### config.mk
export PLATFORM = sky130hd
export DESIGN_NAME = led_pwm_driver
export DESIGN_NICKNAME = d
export VERILOG_FILES = /design/src/rtl/led_pwm_driver.sv
export SDC_FILE = /design/constraint.sdc
export NUM_CORES = 1
export LEC_CHECK = 0
export ABC_AREA = 1
export CAP_MARGIN = 5
export CORE_AREA = 2 2 67 69
export DETAILED_ROUTE_END_ITERATION = 8
export DIE_AREA = 0 0 69 71
export PLACE_DENSITY = 0.88
export SLEW_MARGIN = 10
export SYNTH_ARGS = -nofsm -noshare
export SYNTH_HDL_FRONTEND = slang
export SYNTH_SLANG_ARGS = --single-unit
### constraint.sdc
create_clock -name clk -period 2.8 [get_ports clk]
set_input_delay 0.56 -clock clk [delete_from_list [all_inputs] [get_ports clk]]
set_output_delay 0.56 -clock clk [all_outputs]
set_load 0.05 [all_outputs]
### src/rtl/led_pwm_driver.sv
// rtl/led_pwm_driver.sv - LED PWM driver with stepped brightness and breathe mode
// 256-slot PWM whose duty reloads only at period boundaries; steady/rise/fall level control.
module led_pwm_driver #(
  parameter int PRESCALE    = 195,
  parameter int STEP        = 32,
  parameter int BREATHE_DIV = 4,
  parameter int RESET_LEVEL = 128
) (
  input  logic       clk,
  input  logic       rst,
  input  logic       up_pulse,
  input  logic       down_pulse,
  input  logic       mode_pulse,
  output logic       led,
  output logic [7:0] level,
  output logic       breathing
);

  localparam int PW = (PRESCALE > 1) ? $clog2(PRESCALE) : 1;
  localparam int BW = (BREATHE_DIV > 1) ? $clog2(BREATHE_DIV) : 1;
  localparam logic [PW-1:0] PRESCALE_LAST = PW'(PRESCALE - 1);
  localparam logic [BW-1:0] BREATHE_LAST  = BW'(BREATHE_DIV - 1);
  localparam logic [7:0]    RESET_LVL8    = 8'(RESET_LEVEL);
  localparam logic [8:0]    STEP9         = 9'(STEP);
  localparam logic [7:0]    STEP8         = 8'(STEP);

  typedef enum logic [1:0] {
    STEADY = 2'd0,
    RISE   = 2'd1,
    FALL   = 2'd2
  } state_t;

  logic [PW-1:0] prescaler_q, prescaler_d;
  logic [7:0]    pwm_cnt_q, pwm_cnt_d;
  logic [7:0]    duty_q, duty_d;
  logic          led_q, led_d;
  logic [BW-1:0] breathe_q, breathe_d;
  state_t        state_q, state_d;
  logic [7:0]    level_q, level_d;

  logic          tick;
  logic          boundary;
  logic [8:0]    sum9;

  always_ff @(posedge clk or posedge rst) begin
    if (rst) begin
      prescaler_q <= '0;
      pwm_cnt_q   <= '0;
      duty_q      <= RESET_LVL8;
      led_q       <= 1'b0;
      breathe_q   <= '0;
      state_q     <= STEADY;
      level_q     <= RESET_LVL8;
    end else begin
      prescaler_q <= prescaler_d;
      pwm_cnt_q   <= pwm_cnt_d;
      duty_q      <= duty_d;
      led_q       <= led_d;
      breathe_q   <= breathe_d;
      state_q     <= state_d;
      level_q     <= level_d;
    end
  end

  // Duty is latched only when the counter wraps so a period is never split.
  always_comb begin
    tick        = (prescaler_q == PRESCALE_LAST);
    boundary    = tick && (pwm_cnt_q == 8'hFF);
    prescaler_d = tick ? '0 : prescaler_q + PW'(1);
    pwm_cnt_d   = tick ? pwm_cnt_q + 8'd1 : pwm_cnt_q;
    duty_d      = boundary ? level_q : duty_q;
    led_d       = (pwm_cnt_q < duty_q);
  end

  always_comb begin
    state_d   = state_q;
    level_d   = level_q;
    breathe_d = breathe_q;
    sum9      = {1'b0, level_q} + STEP9;
    case (state_q)
      STEADY: begin
        if (mode_pulse) begin
          state_d   = (level_q == 8'hFF) ? FALL : RISE;
          breathe_d = '0;
        end else if (up_pulse && !down_pulse) begin
          level_d = sum9[8] ? 8'hFF : sum9[7:0];
        end else if (down_pulse && !up_pulse) begin
          level_d = ({1'b0, level_q} < STEP9) ? 8'h00 : level_q - STEP8;
        end
      end
      RISE, FALL: begin
        if (mode_pulse) begin
          state_d = STEADY;
        end else if (boundary) begin
          if (breathe_q == BREATHE_LAST) begin
            breathe_d = '0;
            // Direction flips on the same cycle the rail is reached.
            if (state_q == RISE) begin
              if (level_q >= 8'd254) begin
                level_d = 8'hFF;
                state_d = FALL;
              end else begin
                level_d = level_q + 8'd1;
              end
            end else begin
              if (level_q <= 8'd1) begin
                level_d = 8'h00;
                state_d = RISE;
              end else begin
                level_d = level_q - 8'd1;
              end
            end
          end else begin
            breathe_d = breathe_q + BW'(1);
          end
        end
      end
      default: begin
        state_d = STEADY;
      end
    endcase
  end

  assign led       = led_q;
  assign level     = level_q;
  assign breathing = (state_q != STEADY);

endmodule

==> results of run 1 <==
power groups by stage:
stage,registers [mW],clock network (mW),logic [mW]
3_5_place_dp,0.753,0,1.47
2_1_floorplan,0.861,0,1.05
4_1_cts,0.745,0.369,1.48
6_report,0.748,0.361,1.49
3_3_place_gp,0.751,0,1.45
5_1_grt,0.761,0.397,1.68
routing by layer:
layer	track usage [%]	share of wire [%]
met1	30.3	42
met2	44.4	52
met3	4.70	3.3
met4	11.1	1.8
met5	0	0
layout by cell type (no fill, tap or decap), types with 10 or more instances in the layout:
cell type	netlist	final
a21oi_1	12	12
dfrtp_1	35	35
nand3_1	36	36
ha_1	22	22
inv_1	43	43
clkdlybuf4s50_1	0	14
o21ai_0	24	24
nand2_1	87	87
nor2_1	23	23
nor3_1	10	10
registers in the layout (all words and copies together) (netlist names):
register	flops
duty_q	8
breathe_q	2
led	1
pwm_cnt_q	8
prescaler_q	8
state_q	2
level	8
stage by stage:
step	power [mW]	hold slack (ps)	area, µm²	cells
after CTS	2.60	492	2890	419
final	2.60	489	2890	419
after global placement	2.20	467	2800	411
after detailed placement	2.23	473	2800	411
after floorplan	1.91	448	2620	348
after global routing	2.84	506	2890	419
logic make-up after synthesis:
group	after synthesis	share of synthesized area, %
compound gates	47	9.78
buf+inv	50	7.92
xor+xnor	11	3.67
flops	37	35.4
fa+ha+maj	22	10.5
simple gates	181	32.7
critical path, stage by stage, from the launching register on:
cell	delay, ps
dfrtp_1	390
inv_1	60
ha_1	230
inv_1	110
clkdlybuf4s50_1	810
how the worst max path moves through the flow:
stage               startpoint        end  slack [ps]  cells past startpoint
floorplan             level[0]   level[4]         800                     10
global placement    down_pulse   level[3]         670                      9
detailed placement  down_pulse   level[2]         630                      9
CTS                 state_q[0]  breathing         340                      4
global route        state_q[1]  breathing         290                      4
finish              state_q[0]  breathing         350                      4
area by class of cell:
cell class	instances	area share [%]
clock inverter	2	0.347
inverter	45	5.85
multi-input combinational	261	51.5
timing repair buffer	16	5.37
clock buffer	6	2.51
tap	52	2.25
sequential	37	32.2
==> out/metrics.yaml, run 1 <==
run_status:
  outcome: "completed"
clocking:
  htreeDepth: 2
  clkLatencyLatePin_ps: 290
  cts_hold_buf: 0
  cts_tree: "yes"
  post_cts_buffers: 0
  cts_resized: 0
  clk_pin_slew_ps: 70
  numCtsBuffers: 5
  ctsLongestPathBuffers: 2
  clkSinkCount: 37
  clockRootBuffer: "clkbuf_8"
sta:
  fin_tns_setup_ps: 0
  setup_viol: 0
  fmax_ghz: 0.409
  drv_slew: 0
  period_minus_slack_ps: 2450
  relSlewSlack_pct: 66.7
  tightest_slew_ps: 498
  fin_ws_ps: 353
  skew_ps: 5.20
  rsz0062_at_grt: "no"
  hold_viol: 0
  fin_crit_sh_pct: 87.4
detailed_routing:
  wl_per_cell_um: 13.3
  ant_nets: 0
  drtPass1Iterations: 4
  drt_iter0_markers: 147
  vias_per_cell: 5.49
  vias: 2299
  routed_wl_um: 5560
  drc: 0
setup_path:
  timing_worst_setup_path_type: "reg -> out"
  worst_setup_path_start_kind: "flop"
  arrival_ps: 1890
  reg2reg_slack_ps: 620
  required_ps: 2240
  ff2ff_path_depth: 10
  reg2reg_to: "state_q[0]"
  timing.rr.start: "state_q[1]"
  critPathCaptureType: "primary output"
  path_max_fanout: 4
floorplan:
  core_mm2: 0.00420
  start_util_pct: 62.4
  die_area_mm2: 0.00490
  die_h_um: 71
  fp-row-count: 24
  die_w_um: 69
  ios: 15
global_route:
  overflow: 0
  grt_max_degree: 38
  track_usage_pct: 25.3
  grt_pass1_vias: 2268
  grt_first_pass_wirelength_um: 10100
  antenna_found_initial: 0
min_path:
  holdPathEnd: "duty_q[7]"
  hold_depth: 2
  min_from: "duty_q[7]"
  hp-class: "reg -> reg"
synth:
  async_flop_share_pct: 100
  synth-main-ff-cell: "dfrtp_1"
  yosys_warnings: 0
  syn_inst: 348
  synth_cell_types: 35
  synth.most_common_cell: "nand2_1"
  synth.yosys.seq_area_share_pct: 35.4
  syn_area_mm2: 0.00262
  yosysTopAreaCell: "dfrtp_1"
  synth_fp_nets: 375
  yosys.area.top_type_share_pct: 33.4
  netlist_top_cells_count: "nand2_1, inv_1, nand3_1"
  synth.area.top_cells: "dfrtp_1, nand2_1, ha_1"
  synth-seq-cells: 37
  syn_area_per_cell_um2: 7.54
  synth_edf_count: 0
finish:
  final_net_count: 393
  drive_gt1_share_pct: 8.72
  synthToLayoutAreaGrowth_pct: 10.1
  ff_latch_area_um2: 928
  fillCellCount: 355
  multi_input_area_mm2: 0.00149
  fin_util_pct: 68.7
  insertedDiodeCount: 0
run:
  cap_violations: 0
power:
  clkPwrFrac_pct: 13.9
  powerDensity_mw_per_mm2: 901
  switching_share_pct: 51.1
  switchingPower_mw: 1.33
  leakagePower_nw: 1.48
  internal_power_mw: 1.27
  power_frac_seq_pct: 28.7
  ir_drop_v: 0.000754
  power_frac_comb_pct: 57.4
placed_design:
  io_buffers: 14
  dp_hpwl_um: 4190
  pre_cts_ws_ps: 631
  gp_congestion: 0.906
Power figures use the tool's default switching activity.
==> run 2, diff against run 1 <==
--- a/config.mk
+++ b/config.mk
@@ -7,10 +7,12 @@
 export LEC_CHECK = 0
 export ABC_AREA = 1
 export CAP_MARGIN = 5
-export CORE_AREA = 2 2 67 69
+export CELL_PAD_IN_SITES_DETAIL_PLACEMENT = 1
+export CELL_PAD_IN_SITES_GLOBAL_PLACEMENT = 1
+export CORE_AREA = 2 2 77 79
 export DETAILED_ROUTE_END_ITERATION = 8
-export DIE_AREA = 0 0 69 71
-export PLACE_DENSITY = 0.88
+export DIE_AREA = 0 0 79 81
+export PLACE_DENSITY = 0.91
 export SLEW_MARGIN = 10
 export SYNTH_ARGS = -nofsm -noshare
 export SYNTH_HDL_FRONTEND = slang
==> run 2 against run 1 <==
  * Clock skew up 0.84 ps
  * Die area rose by 31%
  * Via count up 4.3%
  * Cell count is 5.5% higher
  * Worst hold slack worse by 4.8 ps
  * Global-route usage shrank 1.2 points
  * Critical path depth unchanged
  * Largest power group unchanged
  * Sequential power increased by 1%
  * Register-to-register slack got worse by 30 ps
  * Non-clock buffer count stayed put
  * Final area up 1.8%
==> out/metrics.yaml, run 2 (synthesized netlist as in run 1, its figures left out) <==
finish:
  insertedDiodeCount: 0  # unchanged
  fillCellCount: 736  # +110%
  final_net_count: 393  # unchanged
  synthToLayoutAreaGrowth_pct: 12.0
  final_common_cell: "nand2_1"
  drive_gt1_share_pct: 8.99  # +0.27 points
  layout_common_cells: "nand2_1, inv_1, nand3_1, dfrtp_1, o21ai_0"
  fin_util_pct: 51.8  # -17 points
  stdcell_count: 442  # +5.5%
setup_path:
  critPathCaptureType: "primary output"
  path_max_fanout: 4  # unchanged
  arrival_ps: 1950  # +60 ps
  required_ps: 2240  # about the same
  timing_worst_setup_path_type: "reg -> out"
  reg2reg_slack_ps: 590  # -30 ps
  worst_setup_path_start_kind: "flop"
run_status:
  outcome: "completed"
floorplan:
  start_util_pct: 46.2  # -16 points
  core_mm2: 0.00568  # +35%
  fp-row-count: 28  # +17%
  die_h_um: 81  # +14%
  die_area_mm2: 0.00640  # +31%
  ios: 15  # unchanged
  die_w_um: 79  # +14%
placed_design:
  placed_cells: 434  # +5.6%
  io_buffers: 14  # unchanged
  gp_congestion: 0.889  # -1.9%
  dp_hpwl_um: 5160  # +23%
detailed_routing:
  wl_per_cell_um: 15.7  # +18%
  routed_wl_um: 6920  # +24%
  ant_nets: 0  # unchanged
  drc: 0  # unchanged
  drtPass1Iterations: 4  # unchanged
  vias_per_cell: 5.43  # -1.1%
  drt_iter0_markers: 94  # -36%
  vias: 2398  # +4.3%
clocking:
  ctsLongestPathBuffers: 2  # unchanged
  post_cts_buffers: 0  # unchanged
  cts_resized: 0  # unchanged
  cts_tree: "yes"
  clockRootBuffer: "clkbuf_8"
  cts_hold_buf: 0  # unchanged
  numCtsBuffers: 5  # unchanged
  clkLatencyLatePin_ps: 300  # about the same
  clkSinkCount: 37  # unchanged
  clk_pin_slew_ps: 80  # about the same
  htreeDepth: 2  # unchanged
global_route:
  track_usage_pct: 24.1  # -1.2 points
  grt_pass1_vias: 2586  # +14%
  grt_max_degree: 38  # unchanged
  antenna_found_initial: 0  # unchanged
  grt_first_pass_wirelength_um: 12100  # +20%
  overflow: 0  # unchanged
sta:
  fin_crit_sh_pct: 89.6  # +2.2 points
  setup_viol: 0  # unchanged
  rsz0062_at_grt: "no"
  tightest_slew_ps: 499  # +0.906 ps
  fin_tns_setup_ps: 0  # unchanged
  hold_slack_ps: 484  # -4.76 ps
  skew_ps: 6.03  # +0.836 ps
  relSlewSlack_pct: 66.6  # about the same
  drv_slew: 0  # unchanged
  hold_viol: 0  # unchanged
  period_minus_slack_ps: 2510  # +62.6 ps
  fmax_ghz: 0.399  # -2.5%
power:
  leakagePower_nw: 1.49  # +0.67%
  ir_drop_v: 0.000574  # -24%
  powerDensity_mw_per_mm2: 932  # +3.4%
min_path:
  hp-class: "reg -> reg"
run:
  cap_violations: 0  # unchanged
==> run 2: cell types whose count changed in the layout (fill, tap and decap cells not counted) <==
cell      delta
clkinv_2     -2
clkbuf_1     -1
inv_6        +1
clkbuf_8     +2
==> run 2: final cells by class <==
cell class              count  area [µm²]  area share, %
clock buffers               7        96.3           3.28
clock inverters             1        8.76          0.298
inverters                  45         169           5.75
multi-input cells         261        1490           50.6
flip-flops and latches     37         928           31.6
well taps                  75        93.8           3.19
repair buffers             16         155           5.28
==> run 2: stage by stage <==
stage                     total power [mW]  setup WS (ps)  instance area [µm²]
after floorplan                       1.91            798                 2620
after global placement                2.25            612                 2830
after detailed placement              2.30            580                 2830
after CTS                             2.76            276                 2940
after global routing                  2.96            229                 2940
final                                 2.74            291                 2940
==> run 2: final timing paths <==
kind | from | depth (start not counted) | end
max in group asynchronous | rst | 3 | level[7]
setup / recovery | state_q[0] | 4 | breathing
hold reg to reg | duty_q[6] | 2 | duty_q[6]
setup reg to reg | state_q[0] | 10 | state_q[1]
hold / removal | duty_q[6] | 2 | duty_q[6]
min in group asynchronous | rst | 3 | prescaler_q[3]
==> run 2: power breakdown <==
group | internal, mW | switching [mW]
Clock | 0.227 | 0.209
Combinational | 0.493 | 1.05
Sequential | 0.608 | 0.150
==> run 2: critical path, stage by stage (launching register included) <==
cell,delay (ps)
dfrtp_1,410
inv_1,60
ha_1,230
inv_1,130
clkdlybuf4s50_1,820
==> run 2: routing by layer <==
metal | wire [µm] | up-vias | global-route usage [%]
li1 | - | 1167 | -
met1 | 2930 | 1180 | 28.4
met2 | 3690 | 37 | 44.5
met3 | 171 | 14 | 3.44
met4 | 125 | 0 | 8.79
met5 | 0 | - | 0
